`src/rtl/cavlc_pkg.sv`:
```
// Purpose: shared types and constants for the CAVLC coefficient builder.
// Latency: n/a (definitions only).
// Backpressure: n/a.
// Contents: default widths, the builder FSM state type, and the 4x4 zigzag
// table that maps a scan index to a raster (row*4+col) index.
package cavlc_pkg;

    localparam int LEVEL_W_DEFAULT   = 13;
    localparam int MAX_COEFF_DEFAULT = 16;

    typedef enum logic [2:0] {
        IDLE,
        COLLECT,
        WAIT_TZ,
        PLACE,
        DRAIN
    } cb_state_t;

    // Scan index -> raster position for a 4x4 block.
    localparam logic [3:0] ZIGZAG4x4 [16] = '{
        4'd0,  4'd1,  4'd4,  4'd8,
        4'd5,  4'd2,  4'd3,  4'd6,
        4'd9,  4'd12, 4'd13, 4'd10,
        4'd7,  4'd11, 4'd14, 4'd15
    };

endpackage

```
`src/rtl/coeff_builder.sv`:
```
// Purpose: buffer a block's CAVLC levels, place them using TotalZeros/run_before, stream the full block.
// Latency: level 0 placed 1 cycle after TotalZerosValid; each run-driven level 1 cycle after its RunBeforeValid.
// Backpressure: DRAIN beats advance only on CoeffValid & CoeffReady; CoeffOut/CoeffIdx held otherwise.
//
// Ports: Clk/Reset (async, active-high); Start+TotalCoeff open a block;
// LevelIn/LevelWrReq, TotalZeros/TotalZerosValid, RunBefore/RunBeforeValid
// come from the upstream decoders; CoeffOut/CoeffIdx/CoeffValid/CoeffReady is
// the output stream; BlockDone marks the final accepted beat; Busy is high
// outside IDLE; Err is a sticky per-block protocol/range error flag.
// Build option COEFF_BUILDER_DEZIGZAG_EN: CoeffIdx carries the raster position
// instead of the scan index (ignored for 4-coefficient chroma DC blocks).
module coeff_builder
    import cavlc_pkg::*;
#(
    parameter int MAX_COEFF = MAX_COEFF_DEFAULT,
    parameter int LEVEL_W   = LEVEL_W_DEFAULT
) (
    input  logic               Clk,
    input  logic               Reset,
    input  logic               Start,
    input  logic [4:0]         TotalCoeff,
    input  logic [LEVEL_W-1:0] LevelIn,
    input  logic               LevelWrReq,
    input  logic [3:0]         TotalZeros,
    input  logic               TotalZerosValid,
    input  logic [3:0]         RunBefore,
    input  logic               RunBeforeValid,
    output logic [LEVEL_W-1:0] CoeffOut,
    output logic [3:0]         CoeffIdx,
    output logic               CoeffValid,
    input  logic               CoeffReady,
    output logic               BlockDone,
    output logic               Busy,
    output logic               Err
);

    localparam int         IW   = (MAX_COEFF > 1) ? $clog2(MAX_COEFF) : 1;
    localparam logic [4:0] MAXC = 5'(MAX_COEFF);
    localparam logic [4:0] LAST = 5'(MAX_COEFF - 1);

    cb_state_t state, state_nxt;

    logic [4:0]         tc, lvl_cnt, pos, zeros_left, idx, beat;
    logic               wait_run;
    logic [LEVEL_W-1:0] lvl  [MAX_COEFF];
    logic [LEVEL_W-1:0] coef [MAX_COEFF];

    logic [5:0] tz_sum;
    logic       run_over;
    logic [4:0] run_eff;
    logic       last_lvl;
    logic       final_beat;

    assign tz_sum     = {1'b0, tc} + {2'b0, TotalZeros};
    assign run_over   = {1'b0, RunBefore} > zeros_left;
    assign run_eff    = run_over ? zeros_left : {1'b0, RunBefore};
    assign last_lvl   = (idx == tc - 5'd1);
    assign final_beat = (state == DRAIN) && CoeffReady && (beat == LAST);

    always_ff @(posedge Clk or posedge Reset) begin
        if (Reset) state <= IDLE;
        else       state <= state_nxt;
    end

    always_comb begin
        state_nxt = state;
        if (Start) begin
            state_nxt = COLLECT;
        end else begin
            case (state)
                IDLE:    state_nxt = IDLE;
                COLLECT: begin
                    if (tc == 5'd0)
                        state_nxt = DRAIN;
                    else if (LevelWrReq && (lvl_cnt + 5'd1 == tc))
                        state_nxt = WAIT_TZ;
                end
                WAIT_TZ: if (TotalZerosValid) state_nxt = PLACE;
                PLACE:   if (!wait_run && last_lvl) state_nxt = DRAIN;
                DRAIN:   if (final_beat) state_nxt = IDLE;
                default: state_nxt = IDLE;
            endcase
        end
    end

    always_ff @(posedge Clk or posedge Reset) begin
        if (Reset) begin
            tc         <= '0;
            lvl_cnt    <= '0;
            pos        <= '0;
            zeros_left <= '0;
            idx        <= '0;
            beat       <= '0;
            wait_run   <= 1'b0;
            Err        <= 1'b0;
            for (int i = 0; i < MAX_COEFF; i++) begin
                lvl[i]  <= '0;
                coef[i] <= '0;
            end
        end else if (Start) begin
            // An out-of-range count is clamped so every later index stays in bounds.
            tc       <= (TotalCoeff > MAXC) ? MAXC : TotalCoeff;
            Err      <= (TotalCoeff > MAXC);
            lvl_cnt  <= '0;
            idx      <= '0;
            beat     <= '0;
            wait_run <= 1'b0;
            for (int i = 0; i < MAX_COEFF; i++) begin
                lvl[i]  <= '0;
                coef[i] <= '0;
            end
        end else begin
            if (LevelWrReq) begin
                if (state == COLLECT && lvl_cnt < tc) begin
                    lvl[lvl_cnt[IW-1:0]] <= LevelIn;
                    lvl_cnt              <= lvl_cnt + 5'd1;
                end else begin
                    Err <= 1'b1;
                end
            end

            if (TotalZerosValid) begin
                if (state == WAIT_TZ) begin
                    idx <= '0;
                    if (tz_sum > {1'b0, MAXC}) begin
                        // Keep Pos == remaining levels + ZerosLeft so runs cannot underflow Pos.
                        Err        <= 1'b1;
                        pos        <= LAST;
                        zeros_left <= MAXC - tc;
                    end else begin
                        pos        <= tc - 5'd1 + {1'b0, TotalZeros};
                        zeros_left <= {1'b0, TotalZeros};
                    end
                end else begin
                    Err <= 1'b1;
                end
            end

            if (RunBeforeValid) begin
                if (state == PLACE && wait_run) begin
                    if (run_over) Err <= 1'b1;
                    pos        <= pos - run_eff - 5'd1;
                    zeros_left <= zeros_left - run_eff;
                    wait_run   <= 1'b0;
                end else begin
                    Err <= 1'b1;
                end
            end

            // Write phase of PLACE; a following run (if any zeros remain) pauses placement.
            if (state == PLACE && !wait_run) begin
                coef[pos[IW-1:0]] <= lvl[idx[IW-1:0]];
                if (!last_lvl) begin
                    idx <= idx + 5'd1;
                    if (zeros_left != 5'd0) wait_run <= 1'b1;
                    else                    pos      <= pos - 5'd1;
                end
            end

            if (state == DRAIN && CoeffReady) begin
                if (beat == LAST) begin
                    beat <= '0;
                    for (int i = 0; i < MAX_COEFF; i++) begin
                        lvl[i]  <= '0;
                        coef[i] <= '0;
                    end
                end else begin
                    beat <= beat + 5'd1;
                end
            end
        end
    end

    always_comb begin
        CoeffValid = 1'b0;
        CoeffOut   = '0;
        CoeffIdx   = '0;
        BlockDone  = final_beat;
        Busy       = (state != IDLE);
        if (state == DRAIN) begin
            CoeffValid = 1'b1;
            CoeffOut   = coef[beat[IW-1:0]];
`ifdef COEFF_BUILDER_DEZIGZAG_EN
            CoeffIdx   = (MAX_COEFF == 4) ? 4'(beat) : ZIGZAG4x4[beat[3:0]];
`else
            CoeffIdx   = 4'(beat);
`endif
        end
    end

endmodule

```
`config.mk`:
```
export PLATFORM = sky130hd
export DESIGN_NAME = coeff_builder
export DESIGN_NICKNAME = d
export VERILOG_FILES = /design/src/rtl/cavlc_pkg.sv /design/src/rtl/coeff_builder.sv
export SDC_FILE = /design/constraint.sdc
export NUM_CORES = 1
export LEC_CHECK = 0
export CORE_ASPECT_RATIO = 0.75
export CORE_UTILIZATION = 35
export CTS_CLUSTER_DIAMETER = 150
export DETAILED_ROUTE_END_ITERATION = 10
export DONT_BUFFER_PORTS = 1
export GPL_TIMING_DRIVEN = 0
export PLACE_DENSITY = 0.49
export SYNTH_ARGS = -nofsm -noshare
export SYNTH_HDL_FRONTEND = slang
export SYNTH_SLANG_ARGS = --single-unit
```
`constraint.sdc`:
```
create_clock -name Clk -period 17.7 [get_ports Clk]
set_clock_uncertainty 0.2 [all_clocks]
set_input_delay 3.54 -clock Clk [delete_from_list [all_inputs] [get_ports Clk]]
set_output_delay 3.54 -clock Clk [all_outputs]
set_load 0.05 [all_outputs]
```
# Yosys cells after proc, flatten, opt, wreduce, memory -nomap -nowiden
# Index checks and enable logic that the tools add are counted.
word_totals:
  reg_bits: 451
  latch_bits: 0
  ram_bits: 0
  rom_bits: 0
  inputBits: 33
  output_inout_bits: 21
  wordCells: 167
  n_memories: 0
op_classes:
  n_addsub: 11
  mul: 0
  n_div: 0
  order_cmp: 10
  eq_ne: 11
  n_shift: 0
  muxes: 72
  bitwise: 4
  n_reduce_logical: 18
op_table:
  columns: ["op", "n"]
  rows:
  - ["208-bit two-way mux", 9]
  - ["208-bit bitwise mux", 2]
  - ["5-bit two-way mux", 26]
  - ["13-bit binary-select mux with 4-bit select", 2]
  - ["13-bit demux with 4-bit select", 2]
  - ["13-bit two-way mux", 7]
  - ["5-bit greater-or-equal comparator, second input constant", 4]
  - ["4-bit NOT with 5-bit output", 4]
  - ["3-bit two-way mux", 6]
  - ["1-bit two-way mux", 16]
  - ["5-bit by 1-bit adder with 5-bit output, second input constant", 3]
  - ["5-bit by 1-bit subtractor with 5-bit output, second input constant", 3]
  - ["3-bit case mux with 4 select lines", 1]
  - ["5-bit equality test", 2]
  - ["5-bit by 1-bit less-than comparator with 1-bit output, second input constant", 2]
  - ["5-bit subtractor", 2]
  - ["1-bit logical AND", 9]
  - ["3-bit inequality test, second input constant", 3]
  - ["5-bit by 4-bit adder with 6-bit output", 1]
  - ["3-bit by 2-bit equality test with 1-bit output, second input constant", 2]
  - ["6-bit by 5-bit greater-than comparator with 1-bit output, second input constant", 1]
  - ["2-bit nonzero test", 3]
  - ["5-bit by 4-bit adder with 5-bit output", 1]
  - ["5-bit by 4-bit equality test with 1-bit output, second input constant", 1]
  - ["other kinds (14)", 14]

# Longest topological paths before layout
# Gate-level depths: netlist (run 1).
logic_depth:
  depth_word: 11
  ltp_mapped: 15
  ltp_nobuf: 15

# Least setup slack after synthesis (run 1)
# No wires, ideal clock.
synth_path:
  kind: "in2out"
  start: "input CoeffReady"
  end: "output BlockDone"
  arrival_time_ps: 4481
  t_required_ps: 13960
  path_slack_ps: 9479
  path_stages: 2
  path_buffers: 0
  path_cell_list: "nand4bb_1 -> nor2_1"
synth_via:
  elab_chain_cells: 2
synth_lines:
  columns: ["item", "line", "source"]
  rows:
  - ["start: declaration", "coeff_builder.sv:31", "input logic CoeffReady,"]
  - ["1-bit logical AND (2 in a row)", "coeff_builder.sv:58", "assign final_beat = (state == DRAIN) && CoeffReady && (beat == LAST);"]
  - ["end: declaration", "coeff_builder.sv:32", "output logic BlockDone,"]
# Every way passes these cells.

# Final worst setup path (run 1)
# Ends and elaborated chain as after synthesis.

==> qor.csv, run 1 <==
stage;metric;value;unit
floorplan;core;65170;um^2
cells_and_area;fin_area;25950;um^2
yosys;synth_area_per_cell;10.42;um^2
yosys;synth_top_area_cell;dfrtp_1;
clocking;cts_tree;yes;
detailed_routing;wl_per_cell;23.00;um
pwr;p_total;2.705;mW
critical_path;critPathMaxFanout;5;
clocking;cts-root-buf;clkbuf_16;
global_route;grt_max_degree;126;
pwr;p_leak;12.45;nW
sta;period_minus_slack;8.543;ns
job;max-cap-violations;0;
detailed_routing;vias_per_cell;5.434;
cells_and_area;fillers;6284;
floorplan;fp-row-count;81;
critical_path;path_cells;nand4bb_1 > nor2_1;
yosys;synthTopCellsByCount;668 x nor2_1, 450 x dfrtp_1, 230 x a21oi_1;
yosys;synth_edf_count;0;
sta;final-setup-viol-count;0;
detailed_routing;routed.top_layer;met4;
clocking;clk_path_buf_depth;3;
sta;relSlewSlack;0.1463;
detailed_routing;wl;73160;um
critical_path;path_buf_inv;0;
worst_hold_path;hp-class;flop to flop;
clocking;clock_latency;0.61;ns
detailed_routing;ant_nets;0;
yosys;synth.most_common_cell;nor2_1;
placement;dpl.cell_count;3089;
yosys;yosysSeqAreaShare;0.4878;
critical_path;arrival;4.80;ns
critical_path;path_class;input port to output port;
placement;hpwl;52050;um
detailed_routing;vias;17290;
yosys;async_flop_share;1.000;
clocking;cts_buffers;51;
pwr;power.density;104.2;nW/um^2
global_route;antenna_found_initial;1;
critical_path;critPathCaptureType;output port;
critical_path;start_kind;input port;
clocking;cts.reportedPaths.clkPinSlew;0.06;ns
cells_and_area;layout-drive-gt1-share;0.1242;
detailed_routing;met3WireLength;5525;um
pwr;ir_drop;0.00006972;V
detailed_routing;drtIter0Drc;1717;
global_route;grt.overflow.total;0;
sta;rsz0062_at_grt;false;
global_route;gr-usage-all-layers;0.2193;
floorplan;die_w;298.6;um
cells_and_area;diodes;0;
yosys;yosysWarnings;0;
yosys;yosys_register_bits;450;
clocking;postCtsResizedCells;0;
yosys;synthFlopType;dfrtp_1;
yosys;synthCells;2215;
sta;max_freq;117.1;MHz
critical_path;crit_family;simple AND/OR/NAND/NOR gates;
clocking;h-tree-depth;2;
placement;port_buffers;0;
sta;worst_slew_pin_slew;1.276;ns
placement;place_congestion;0.8802;
cells_and_area;final_util;0.3983;
critical_path;max_stage_delay;1.03;ns
floorplan;dieHeight;224.4;um
sta;min_period_over_period;0.4827;
critical_path;crit_slowest_cell;nor2_1;
cells_and_area;final_cell_count_no_fill;3181;
floorplan;start_util;0.3543;
detailed_routing;met2_length;30830;um
clocking;cts_hold_buf;0;
cells_and_area;final_nets;2344;
floorplan;die-area;67010;um^2
placement;post_dp_cell_area;24270;um^2
floorplan;pin_count;54;
global_route;grt_pass1_vias;17340;
critical_path;required;13.96;ns
yosys;synth_area;23090;um^2
sta;hold_violations;0;
clocking;clock-sinks;450;
run_status;outcome;complete, no violations;
cells_and_area;syn_to_final_growth;12.42;%
yosys;synth_top_cell_area_share;0.4878;
global_route;grt_pass1_wl;111000;um
clocking;post_cts_buffers;0;
detailed_routing;wl_met1;35460;um
yosys;synthTopCellsByArea;dfrtp_1 49%, mux4_2 11%, nor2_1 11%;
detailed_routing;dr.pass1.iters;8;
yosys;synth_cell_type_count;62;
yosys;synth_nets;2288;
detailed_routing;drc_errors;0;
sta;maxSlewViolCount;0;
[flip-flops by register name, summed over array words and instances, names as in the netlist]
name        count
Err             1
idx             5
coef          208
zeros_left      5
lvl_cnt         5
state           3
pos             4
tc              5
beat            5
wait_run        1
lvl           208
[cell type report]
| type | count | area, um^2 | area share |
|---|---|---|---|
| clock inverter | 15 | 192.7 | 0.007424 |
| clock buffer | 77 | 1495 | 0.05761 |
| timing repair buffer | 3 | 82.58 | 0.003182 |
| multi-input combinational | 1556 | 10900 | 0.4200 |
| tap | 871 | 1090 | 0.04199 |
| buffer | 184 | 832.0 | 0.03206 |
| inverter | 25 | 101.3 | 0.003905 |
| sequential | 450 | 11260 | 0.4339 |
[cells by family after synthesis]
kind of cell / count (synthesis) / share of synthesized area
XOR/XNOR: 28 / 0.01062
adder cells (fa/ha/maj): 40 / 0.02298
flip-flops: 450 / 0.4878
multiplexers: 359 / 0.2199
AO/OA/AOI/OAI: 305 / 0.07425
buffers and inverters: 209 / 0.04010
AND/OR/NAND/NOR: 824 / 0.1444
[power by group]
| group | total (mW) | internal [mW] | switching (mW) |
|---|---|---|---|
| sequential | 1.09 | 1.06 | 0.0304 |
| combinational | 0.539 | 0.185 | 0.354 |
| clock | 1.08 | 0.628 | 0.452 |
[layer usage]
layer  global-route usage  up-vias
met1               0.3357     8910
li1                     -     7743
met3              0.04627       99
met2               0.3153      534
met5                    0        -
met4              0.04731        0
[through the flow]
stage / TNS [ns] / setup slack [ns] / hold slack [ns]
floorplan: 0 / 1.418 / 0.2741
global placement: -1833.65 / -4.146 / 0.2868
detailed placement: 0 / 9.186 / 0.2958
CTS: 0 / 9.182 / 0.3092
global route: 0 / 9.113 / 0.3230
finish: 0 / 9.157 / 0.3072
[path summary, 6_finish.rpt]
kind | slack, ns | to | cells past startpoint | start
max | 9.16 | BlockDone | 2 | CoeffReady
min | 0.31 | coef[13] | 2 | coef[13]
max reg2reg | 13.87 | coef[177] | 9 | idx[1]
min reg2reg | 0.31 | coef[13] | 2 | coef[13]
max in group asynchronous | 13.37 | lvl[28] | 2 | Reset
min in group asynchronous | 2.75 | coef[185] | 1 | Reset
[layout by cell type (no fill, tap or decap), types with 24 or more instances in the layout]
cell type	count
buf_2	41
clkbuf_16	52
nor2_1	668
clkbuf_1	140
mux4_2	117
a21oi_1	230
inv_1	24
mux2i_1	227
dfrtp_1	450
ha_1	36
nand2_1	57
Power figures use the tool's default switching activity.
==> run 2: changes to the inputs <==
PLACE_DENSITY = 0.51   (was 0.49)
clock period = 7.2 ns   (was 17.7 ns; I/O delays follow)
==> run 2 against run 1 <==
The run now ends with DRC left. Combinational power up 150%. Cell count up 0.25%. Die area unchanged. Worst setup slack worse by 7.3 ns. First-iteration DRC count down 3.3%. Critical path depth up 3. Highest routed layer is now met5.
==> qor.csv, run 2 (synthesized netlist as in run 1, its figures left out) <==
stage;metric;value;unit;change
clocking;post_cts_buffers;0;;unchanged
pwr;ir_drop;0.0001551;V;+120%
placement;pre_cts_ws;2.544;ns;-6.641 ns
critical_path;critPathCaptureType;output port;;
run_status;failed_checks;DRC;;
clocking;clock-sinks;450;;unchanged
placement;dpl.cell_count;3098;;+0.29%
sta;hold_ws;0.3098;ns;+0.002582 ns
pwr;power.net_switching;2.047;mW;+150%
detailed_routing;vias_per_cell;5.472;;+0.69%
critical_path;path_cells;clkbuf_1 > clkbuf_1 > mux4_2 > mux4_2 > and2_1;;
pwr;power.internal;4.625;mW;+150%
global_route;gr-usage-all-layers;0.2161;;-0.003152
cells_and_area;layout-drive-gt1-share;0.1286;;+0.004317
critical_path;max_stage_delay;0.81;ns;-0.22 ns
clocking;cts.reportedPaths.clkPinSlew;0.06;ns;about the same
pwr;comb_power_share;0.199;;about the same
critical_path;startpoint;beat[1];;
detailed_routing;wl_met1;34470;um;-2.8%
floorplan;die-area;67010;um^2;unchanged
placement;port_buffers;0;;unchanged
clocking;clock_latency;0.62;ns;about the same
worst_hold_path;hp-class;flop to flop;;
detailed_routing;ant_nets;0;;unchanged
worst_hold_path;worstHoldStart;coef[172];;
detailed_routing;dr.pass1.iters;9;;+1
sta;layout_setup_ws;1.849;ns;-7.308 ns
run_status;outcome;finished with violations;;
global_route;grt_max_degree;42;;-67%
floorplan;die_w;298.6;um;unchanged
global_route;antenna_found_initial;2;;+1
cells_and_area;regArea;11260;um^2;unchanged
sta;max_freq;186.9;MHz;
detailed_routing;met3WireLength;5779;um;+4.6%
critical_path;crit_family;buffers and inverters;;
critical_path;path_buf_inv;2;;+2
pwr;p_leak;12.53;nW;+0.62%
floorplan;fp-row-count;81;;unchanged
sta;maxSlewViolCount;0;;unchanged
clocking;cts_tree;yes;;
sta;worst_slew_pin_slew;1.240;ns;-0.03616 ns
clocking;postCtsResizedCells;0;;unchanged
cells_and_area;diodes;0;;unchanged
cells_and_area;final_util;0.4009;;+0.002650
pwr;swShare;0.3068;;-0.002069
pwr;p_total;6.672;mW;+150%
sta;period_minus_slack;5.351;ns;
pwr;seqPwrFrac;0.400;;-0.002
pwr;clock_power_share;0.401;;+0.002
sta;relSlewSlack;0.1705;;+0.02419
cells_and_area;reg_top3;coef x208, lvl x208;;
critical_path;crit_slowest_cell;clkbuf_1;;
sta;final-setup-viol-count;0;;unchanged
sta;rsz0062_at_grt;false;;
critical_path;start_kind;flop;;
cells_and_area;syn_to_final_growth;13.17;%;
floorplan;core;65170;um^2;unchanged
detailed_routing;routed.top_layer;met5;;
sta;min_period_over_period;0.7432;;
critical_path;required;5.56;ns;-8.40 ns
critical_path;worstReg2RegStart;idx[1];;
job;max-cap-violations;0;;unchanged
pwr;power.density;255.4;nW/um^2;+150%
cells_and_area;multi_input_area;10900;um^2;unchanged
cells_and_area;final_common_cell;nor2_1;;
detailed_routing;wl;72330;um;-1.1%
placement;place_congestion;0.8809;;about the same
cells_and_area;fillers;6291;;+0.11%
floorplan;start_util;0.3543;;unchanged
clocking;clk_path_buf_depth;3;;unchanged
clocking;cts-root-buf;clkbuf_16;;
detailed_routing;drtIter0Drc;1660;;-3.3%
clocking;cts_hold_buf;0;;unchanged
detailed_routing;wl_per_cell;22.68;um;-1.4%
cells_and_area;layout_common_cells;668 x nor2_1, 450 x dfrtp_1, 230 x a21oi_1;;
global_route;grt_pass1_wl;110300;um;-0.59%
clocking;h-tree-depth;2;;unchanged
detailed_routing;drc_errors;2;;+2
clocking;cts_buffers;51;;unchanged
cells_and_area;final_cell_count_no_fill;3189;;+0.25%
critical_path;critPathMaxFanout;10;;+5
critical_path;rrSetupSlack;3.35;ns;-10.52 ns
critical_path;arrival;3.71;ns;-1.09 ns
cells_and_area;final_nets;2353;;+0.38%
detailed_routing;met2_length;30530;um;-0.97%
floorplan;dieHeight;224.4;um;unchanged
floorplan;pin_count;54;;unchanged
global_route;grt.overflow.total;0;;unchanged
critical_path;path_class;flop to output port;;
global_route;grt_pass1_vias;17420;;+0.47%
sta;hold_violations;0;;unchanged
placement;hpwl;52230;um;+0.34%
detailed_routing;vias;17450;;+0.94%
## run 2: per-stage QoR
| stage | area, um^2 | TNS, ns |
|---|---|---|
| after floorplan | 23090 | -236.30 |
| after global placement | 24180 | -1458.69 |
| after detailed placement | 24420 | 0 |
| after CTS | 26130 | 0 |
| after global routing | 26130 | 0 |
| final | 26130 | 0 |
## run 2: metal layers
| layer | vias up | GRT usage |
|---|---|---|
| met4 | 2 | 0.05757 |
| met5 | - | 0 |
| met1 | 9008 | 0.3304 |
| met3 | 99 | 0.04385 |
| met2 | 599 | 0.3078 |
| li1 | 7741 | - |
## run 2: worst reg2reg max path, cell delays in order, from the launching register on
cell	delay, ns
dfrtp_1	0.36
clkbuf_1	0.51
clkbuf_1	0.82
mux4_2	0.43
mux2_2	0.31
a21oi_2	0.40
buf_2	0.38
nor2_1	0.09
a21oi_1	0.14
nor2_1	0.07
## run 2: worst paths after layout
check                           cells after the start     endpoint
max in group asynchronous                           6    coef[131]
min in group asynchronous                           1      lvl[67]
worst max-delay path                                5  CoeffOut[3]
worst max register to register                      9    coef[189]
worst min register to register                      2    coef[172]
worst min-delay path                                2    coef[172]
## run 2: layout make-up
type	instances	area share
repair buffers	12	0.009194
multi-input cells	1556	0.4172
clock buffers	77	0.05794
inverters	25	0.003735
plain buffers	184	0.03185
clock inverters	14	0.007375
well taps	871	0.04171
flip-flops and latches	450	0.4310
## run 2: power by group through the flow
stage	logic, mW	registers (mW)	clock network (mW)
detailed placement	1.32	2.71	0
CTS	1.33	2.67	2.74
global placement	1.29	2.72	0
floorplan	0.940	2.69	0
global route	1.45	2.68	2.83
finish	1.33	2.67	2.68
